--- config.mk ---
export PLATFORM = sky130hd
export DESIGN_NAME = readout_sequencer_flat
export DESIGN_NICKNAME = d
export VERILOG_FILES = /design/src/rtl/readout_sequencer_if.sv /design/src/rtl/readout_sequencer.sv /design/src/flat_wrapper.sv
export SDC_FILE = /design/constraint.sdc
export NUM_CORES = 1
export LEC_CHECK = 0
export ABC_CLOCK_PERIOD_IN_PS = 1700
export BUFFER_PORTS_ARGS = -buffer_cell sky130_fd_sc_hd__buf_4
export CORE_MARGIN = 5
export CORE_UTILIZATION = 47
export DETAILED_ROUTE_END_ITERATION = 7
export GPL_TIMING_DRIVEN = 0
export HOLD_SLACK_MARGIN = 0.03
export PLACE_DENSITY_LB_ADDON = 0.3
export SETUP_SLACK_MARGIN = 0.05
export SLEW_MARGIN = 15
export SYNTH_ARGS = -nofsm -noshare
export SYNTH_HDL_FRONTEND = slang
export SYNTH_SLANG_ARGS = --single-unit
--- constraint.sdc ---
create_clock -name clk -period 1.7 [get_ports clk]
set_input_delay 0.17 -clock clk [delete_from_list [all_inputs] [get_ports clk]]
set_output_delay 0.17 -clock clk [all_outputs]
set_load 0.03 [all_outputs]
--- src/rtl/readout_sequencer_if.sv ---
// ---------------------------------------------------------------------------
// readout_sequencer_if
//   Downstream word stream of the readout sequencer.
//
//   Handshake: a word transfers on a rising clk edge where tx_valid and
//   tx_ready are both high. Once tx_valid is raised, tx_valid and tx_data
//   hold unchanged until that transfer (a pass abort is the only exception).
//   tx_data is 0 whenever tx_valid is 0.
//
//   Signals:
//     tx_valid  master -> slave   tx_data carries a header or sample word
//     tx_data   master -> slave   WIDTH-bit word
//     tx_ready  slave  -> master  downstream can take the word
// ---------------------------------------------------------------------------
interface readout_sequencer_if #(
    parameter int WIDTH = 12
);
    logic             tx_valid;
    logic             tx_ready;
    logic [WIDTH-1:0] tx_data;

    modport master (output tx_valid, output tx_data, input tx_ready);
    modport slave  (input tx_valid, input tx_data, output tx_ready);
endinterface

--- src/rtl/readout_sequencer.sv ---
// ---------------------------------------------------------------------------
// readout_sequencer
//   Walks the enabled channels in ascending index order. For each channel it
//   sends a header word {4'hA, channel index}, then up to how_many sample
//   words, strobing spi_done after each one so the channel advances its
//   address. A channel ends early when its rodone_n goes low.
//
//   Ports:
//     clk, RESET_n   clock, asynchronous active-low reset
//     start, abort   begin a pass (ignored while busy) / end the current pass
//     ch_enable      per-channel include mask, sampled at start
//     how_many       words per channel, sampled at start
//     ch_data        channel k data at [k*WIDTH +: WIDTH]
//     rodone_n       per-channel finished flag (active low)
//     read_request   one-hot request to the channel being read
//     spi_done       one-cycle address-advance strobe to that channel
//     busy, done     pass in progress / one-cycle end-of-pass pulse
//     state_dbg      current FSM state encoding
//     tx             downstream word stream (master side)
// ---------------------------------------------------------------------------
module readout_sequencer #(
    parameter int NCH   = 4,
    parameter int WIDTH = 12,
    parameter int SIZE  = 12
) (
    input  logic                 clk,
    input  logic                 RESET_n,
    input  logic                 start,
    input  logic                 abort,
    input  logic [NCH-1:0]       ch_enable,
    input  logic [SIZE-1:0]      how_many,
    input  logic [NCH*WIDTH-1:0] ch_data,
    input  logic [NCH-1:0]       rodone_n,
    output logic [NCH-1:0]       read_request,
    output logic [NCH-1:0]       spi_done,
    output logic                 busy,
    output logic                 done,
    output logic [2:0]           state_dbg,
    readout_sequencer_if.master  tx
);
    localparam int CW = (NCH > 1) ? $clog2(NCH) : 1;

    typedef enum logic [2:0] {
        IDLE   = 3'd0,
        HDR    = 3'd1,
        SETTLE = 3'd2,
        WORD   = 3'd3,
        ADV    = 3'd4,
        NEXT   = 3'd5,
        FIN    = 3'd6
    } state_t;

    state_t          state;
    logic [CW-1:0]   ch;
    logic [SIZE-1:0] word_cnt;
    logic [SIZE-1:0] how_many_q;
    logic [NCH-1:0]  en_q;

    // Lowest set bit of mask at or above index 'from'; MSB of result = found.
    function automatic logic [CW:0] pick(input logic [NCH-1:0] mask, input int from);
        logic [CW:0] r;
        r = '0;
        for (int i = NCH - 1; i >= 0; i--) begin
            if (mask[i] && (i >= from)) r = {1'b1, CW'(i)};
        end
        return r;
    endfunction

    logic [CW:0]      first_pick;
    logic [CW:0]      next_pick;
    logic [NCH-1:0]   ch_bit;
    logic [WIDTH-1:0] ch_word;
    logic             ch_finished;

    always_comb begin
        first_pick  = pick(ch_enable, 0);
        next_pick   = pick(en_q, int'(ch) + 1);
        ch_bit      = '0;
        ch_word     = '0;
        ch_finished = 1'b0;
        for (int k = 0; k < NCH; k++) begin
            if (ch == CW'(k)) begin
                ch_bit[k]   = 1'b1;
                ch_word     = ch_data[k*WIDTH +: WIDTH];
                ch_finished = ~rodone_n[k];
            end
        end
    end

    assign state_dbg = state;

    always_ff @(posedge clk or negedge RESET_n) begin
        if (!RESET_n) begin
            state        <= IDLE;
            ch           <= '0;
            word_cnt     <= '0;
            how_many_q   <= '0;
            en_q         <= '0;
            read_request <= '0;
            spi_done     <= '0;
            tx.tx_valid  <= 1'b0;
            tx.tx_data   <= '0;
            busy         <= 1'b0;
            done         <= 1'b0;
        end else begin
            done     <= 1'b0;
            spi_done <= '0;
            case (state)
                IDLE: begin
                    if (start) begin
                        if ((how_many != '0) && (ch_enable != '0)) begin
                            how_many_q  <= how_many;
                            en_q        <= ch_enable;
                            ch          <= first_pick[CW-1:0];
                            word_cnt    <= '0;
                            busy        <= 1'b1;
                            tx.tx_valid <= 1'b1;
                            tx.tx_data  <= {4'hA, (WIDTH-4)'(first_pick[CW-1:0])};
                            state       <= HDR;
                        end else begin
                            done  <= 1'b1;
                            state <= FIN;
                        end
                    end
                end
                FIN: begin
                    state <= IDLE;
                end
                default: begin
                    // Abort beats tx_ready: the pending word is dropped.
                    if (abort) begin
                        read_request <= '0;
                        tx.tx_valid  <= 1'b0;
                        tx.tx_data   <= '0;
                        busy         <= 1'b0;
                        done         <= 1'b1;
                        state        <= FIN;
                    end else begin
                        case (state)
                            HDR: begin
                                if (tx.tx_ready) begin
                                    tx.tx_valid  <= 1'b0;
                                    tx.tx_data   <= '0;
                                    read_request <= ch_bit;
                                    state        <= SETTLE;
                                end
                            end
                            SETTLE: begin
                                // Channel has had a cycle of read_request; capture its word.
                                tx.tx_valid <= 1'b1;
                                tx.tx_data  <= ch_word;
                                state       <= WORD;
                            end
                            WORD: begin
                                if (tx.tx_ready) begin
                                    tx.tx_valid <= 1'b0;
                                    tx.tx_data  <= '0;
                                    word_cnt    <= word_cnt + 1'b1;
                                    spi_done    <= ch_bit;
                                    state       <= ADV;
                                end
                            end
                            ADV: begin
                                if ((word_cnt == how_many_q) || ch_finished) begin
                                    read_request <= '0;
                                    state        <= NEXT;
                                end else begin
                                    state <= SETTLE;
                                end
                            end
                            NEXT: begin
                                word_cnt <= '0;
                                if (next_pick[CW]) begin
                                    ch          <= next_pick[CW-1:0];
                                    tx.tx_valid <= 1'b1;
                                    tx.tx_data  <= {4'hA, (WIDTH-4)'(next_pick[CW-1:0])};
                                    state       <= HDR;
                                end else begin
                                    busy  <= 1'b0;
                                    done  <= 1'b1;
                                    state <= FIN;
                                end
                            end
                            default: begin
                                state <= IDLE;
                            end
                        endcase
                    end
                end
            endcase
        end
    end
endmodule

--- src/flat_wrapper.sv ---
// flat-port wrapper written by rule: the top's interface ports become plain ports
module readout_sequencer_flat 
#(
    parameter int NCH   = 4,
    parameter int WIDTH = 12,
    parameter int SIZE  = 12
)
  (clk, RESET_n, start, abort, ch_enable, how_many, ch_data, rodone_n, read_request, spi_done, busy, done, state_dbg, tx_tx_valid, tx_tx_data, tx_tx_ready);
  readout_sequencer_if #(.WIDTH(WIDTH)) tx_i ();
  input  logic clk;
  input  logic RESET_n;
  input  logic start;
  input  logic abort;
  input  logic [NCH-1:0] ch_enable;
  input  logic [SIZE-1:0] how_many;
  input  logic [NCH*WIDTH-1:0] ch_data;
  input  logic [NCH-1:0] rodone_n;
  output logic [NCH-1:0] read_request;
  output logic [NCH-1:0] spi_done;
  output logic busy;
  output logic done;
  output logic [2:0] state_dbg;
  output wire logic [$bits(tx_i.tx_valid)-1:0] tx_tx_valid;
  output wire logic [$bits(tx_i.tx_data)-1:0] tx_tx_data;
  input wire logic [$bits(tx_i.tx_ready)-1:0] tx_tx_ready;
  assign tx_tx_valid = tx_i.tx_valid;
  assign tx_tx_data = tx_i.tx_data;
  assign tx_i.tx_ready = tx_tx_ready;
  readout_sequencer #(.NCH(NCH), .WIDTH(WIDTH), .SIZE(SIZE)) u_core (.clk(clk), .RESET_n(RESET_n), .start(start), .abort(abort), .ch_enable(ch_enable), .how_many(how_many), .ch_data(ch_data), .rodone_n(rodone_n), .read_request(read_request), .spi_done(spi_done), .busy(busy), .done(done), .state_dbg(state_dbg), .tx(tx_i));
endmodule
==> metrics.log <==
INFO  metric worstSetupStartpointType = register
INFO  metric cells_after_dpl = 507
INFO  metric remaining_drc_errors = 0
INFO  metric ys_warn_count = 0
INFO  metric fmax = 0.551 GHz
INFO  metric gp_routability_congestion = 0.927
INFO  metric static-leakage-power = 2.31 nW
INFO  metric ys_async_sr_fraction = 100%
INFO  metric grt_overflow = 0
INFO  metric hold_viol_final = 0
INFO  metric num_rows = 30
INFO  metric vdd.ir_drop.worst = 0.000921 V
INFO  metric clock_path_buffers = 2
INFO  metric drt-pass1-iter-count = 5
INFO  metric tns = -1.26 ns
INFO  metric post_synth_num_cell_types = 60
INFO  metric layout_worst_path_cycle_share = 107%
INFO  metric post-synth-top-area-fraction = 41.0%
INFO  metric run_status = complete, but fails checks
INFO  metric violations = setup timing
INFO  metric final_layout_size_suffix_gt1_share = 53.4%
INFO  metric maxSlewViolCount = 0
INFO  metric syn-instance-count = 313
INFO  metric dieHeight = 94.5 microns
INFO  metric buffer_ports.inserted = 98
INFO  metric finalNonFillerCells = 549
INFO  metric total_wirelength = 11000 microns
INFO  metric clock_sinks = 55
INFO  metric groute.usage.overall = 22.2%
INFO  metric yosysTopAreaCell = sky130_fd_sc_hd__dfrtp_1
INFO  metric design.portCount = 99
INFO  metric synth_area_per_cell = 10.7 sq um
INFO  metric floorplan.core_area = 6870 sq um
INFO  metric crit_path_max_incr_delay = 0.47 ns
INFO  metric worst_r2r_startpoint = u_core.en_q[1]
INFO  metric powerDensity = 1740 nW/um^2
INFO  metric maximum_fanout_encountered_on_the_critical_timing_path = 5
INFO  metric max_cap_viol_count = 0
INFO  metric cts_buffers = 5
INFO  metric layout_overhead_on_the_synthesized_area = 49.2%
INFO  metric crit_chain = nor2b_2 > o21ai_4 > a21oi_2 > o221a_4 > buf_4 > mux2_4
INFO  metric maximum_number_of_pins_on_one_net_before_global_route_repair = 56
INFO  metric ff2ff_setup_slack = -0.12 ns
INFO  metric timing.final.crit_period = 1.82 ns
INFO  metric drt.antenna.violating_nets = 0
INFO  metric number_of_global_route_vias_before_repair = 3172
INFO  metric n_antenna_cell = 0
INFO  metric tightestPinTransition = 0.711 ns
INFO  metric worst_setup_hold_path_clk_slew = 0.11 ns
INFO  metric power = 8.70 mW
INFO  metric timing.setup.critical_path_class = reg2reg
INFO  metric antenna_violations_before_repair = 0
INFO  metric number_of_buffers_and_inverters_on_the_critical_path = 1
INFO  metric avgViaCountPerCell = 5.99
INFO  metric floorplan.die.width = 94.5 microns
INFO  metric worstPathRequired = 1.91 ns
INFO  metric detailedRoute.firstIterationViolations = 446
INFO  metric synth-seq-area-share = 41.0%
INFO  metric routed_wire_length_per_instance = 20.0 microns
INFO  metric synth_nets = 387
INFO  metric final_design_area_no_fill = 5000 sq um
INFO  metric synthesized_area = 3350 sq um
INFO  metric initial_cell_density_of_the_core = 48.8%
INFO  metric rr_endpoint = u_core.tx.tx_data[9]
INFO  metric synth-edff-count = 0
INFO  metric worstSetupEndpointType = register
INFO  metric finalWorstSetupSlack = -0.116 ns
INFO  metric worst_slew_margin_rel = 52.6%
INFO  metric synth-main-ff-cell = sky130_fd_sc_hd__dfrtp_1
INFO  metric dpl-instance-area = 4240 sq um
INFO  metric critical_path_arrival = 2.03 ns
INFO  metric detailroute.via_count = 3286
INFO  metric synth_top_cells_by_area = sky130_fd_sc_hd__dfrtp_1 41%, sky130_fd_sc_hd__mux2_2 5.7%, sky130_fd_sc_hd__mux4_2 5.4%
INFO  metric cts_htree_levels = 2
INFO  metric timing.hold.worst_path_depth = 2
INFO  metric clkLatencyLatePin = 0.31 ns
INFO  metric hpwlAfterDp = 7070 microns
INFO  metric cpLargestDelayFamily = compound AO/OA/AOI/OAI gates
INFO  metric min_delay_worst_endpoint = u_core.how_many_q[2]
INFO  metric min-delay-path-class = in2reg
INFO  metric ys_top_cells_by_count = 55 x sky130_fd_sc_hd__dfrtp_1, 32 x sky130_fd_sc_hd__nand2_1, 23 x sky130_fd_sc_hd__nor2_1
INFO  metric grt_pass1_wl = 15700 microns
INFO  metric timing.hold.worst.start = how_many[2]
INFO  metric cts_root_buf = sky130_fd_sc_hd__clkbuf_8
INFO  metric yosys.cell_count.top_type = sky130_fd_sc_hd__dfrtp_1
INFO  metric unrepaired_setup_endpoints_after_global_routing = yes
INFO  metric tritoncts = yes
INFO  metric worst-r2r-cell-count = 6
INFO  metric setup_viol = 20
INFO  metric die_area = 8920 sq um
INFO  metric crit_path_top_delay_cell = sky130_fd_sc_hd__dfrtp_2
INFO  metric fin_worst_skew = 0.00960 ns
INFO  metric synth_seq_cells = 55
INFO  metric nNetsFinal = 526
-- cell usage in the layout (no fill, tap or decap), drive strengths merged, types with 2 or more instances in the layout --
master,netlist,routed
nor4,11,11
mux2,18,18
o22ai,2,2
inv,15,15
nand2b,2,2
nor2,23,23
a32o,3,3
and2b,2,2
a31oi,4,4
o21ai,20,20
nand3,5,5
o21bai,2,2
and2,2,2
o41ai,3,3
xor2,12,12
mux2i,11,11
buf,11,142
nor2b,5,5
nor3,12,12
nand2,33,33
a21oi,9,9
and3,2,2
clkbuf,4,9
mux4,13,13
a22oi,2,2
a221oi,2,2
o21ba,2,2
nand4,3,3
a22o,2,2
o211ai,4,4
a211o,2,2
nor3b,2,2
or4,2,2
dfrtp,55,55
-- power by group --
| group | internal, mW | switching, mW | leakage [nW] |
|---|---|---|---|
| registers | 1.76 | 0.435 | 0.700 |
| logic | 2.81 | 2.80 | 1.55 |
| clock network | 0.447 | 0.457 | 0.0587 |
-- worst register-to-register path, stage by stage, from the launching register on --
cell and delay (ns):
sky130_fd_sc_hd__dfrtp_2 0.47, sky130_fd_sc_hd__nor2b_2 0.20, sky130_fd_sc_hd__o21ai_4 0.23, sky130_fd_sc_hd__a21oi_2 0.10
sky130_fd_sc_hd__o221a_4 0.30, sky130_fd_sc_hd__buf_4 0.15, sky130_fd_sc_hd__mux2_4 0.29
-- per-stage QoR --
stage                     utilization (%)  setup WS [ns]  hold slack, ns
after floorplan                         -        -0.0529          -0.126
after global placement               61.7         -0.239           0.269
after detailed placement             61.7         -0.270           0.271
after CTS                            67.4        -0.0926           0.109
after global routing                 72.8         -0.154          0.0899
final                                72.8         -0.116           0.109
-- timing repair --
item	4_1_cts	5_1_grt
cloned	2	2
pin swaps	13	13
hold buffers	1	0
hold endpoints to repair	55	0
resized for setup	45	56
setup endpoints to repair	50	43
buffers inserted	17	13
-- flip-flops by register name, indices dropped and copies added, names as in the netlist --
register and flops:
u_core.how_many_q 12, u_core.word_cnt 12, u_core.busy 1, u_core.ch 2
u_core.state_dbg 3, u_core.tx.tx_data 12, u_core.en_q 3, u_core.spi_done 4
u_core.done 1, u_core.tx.tx_valid 1, u_core.read_request 4
-- kinds of logic (layout without fill, tap and decap cells) --
family / after synthesis / after routing / synth area share [%]
and+or+nand+nor: 106 / 106 / 17.5
AOI/OAI and AO/OA: 67 / 67 / 15.0
DFF: 55 / 55 / 41.0
muxes: 42 / 42 / 18.7
buffers and inverters: 30 / 170 / 4.14
xor gates and xnor gates: 12 / 12 / 3.13
adders and majority gates: 1 / 1 / 0.373
-- metal layers --
metal	global-route usage, %	vias to the layer above	wire length [microns]
li1	-	1449	-
met1	28.4	1567	4240
met2	38.8	221	5350
met3	4.30	49	1030
met4	5.17	0	370
met5	0	-	0
-- layout make-up --
cell class	instances	area, sq um
clock buffer	5	68.8
inverter	15	60.1
clock inverter	3	47.5
fill	459	1870
tap	96	120
buffer	14	134
timing repair buffer	133	1080
multi-input combinational	228	2110
sequential	55	1380
-- worst max path at each step --
stage / startpoint / endpoint / slack (ns) / cells past startpoint
2_1_floorplan: u_core.state_dbg[0] / u_core.tx.tx_data[1] / -0.05 / 6
3_3_place_gp: u_core.ch[0] / u_core.tx.tx_data[1] / -0.24 / 7
3_5_place_dp: u_core.ch[0] / u_core.tx.tx_data[1] / -0.27 / 7
4_1_cts: u_core.ch[0] / u_core.tx.tx_data[1] / -0.09 / 5
5_1_grt: u_core.state_dbg[2] / u_core.word_cnt[3] / -0.15 / 7
6_report: u_core.en_q[1] / u_core.tx.tx_data[9] / -0.12 / 6
No activity file was read; power rests on OpenSTA's default activity.
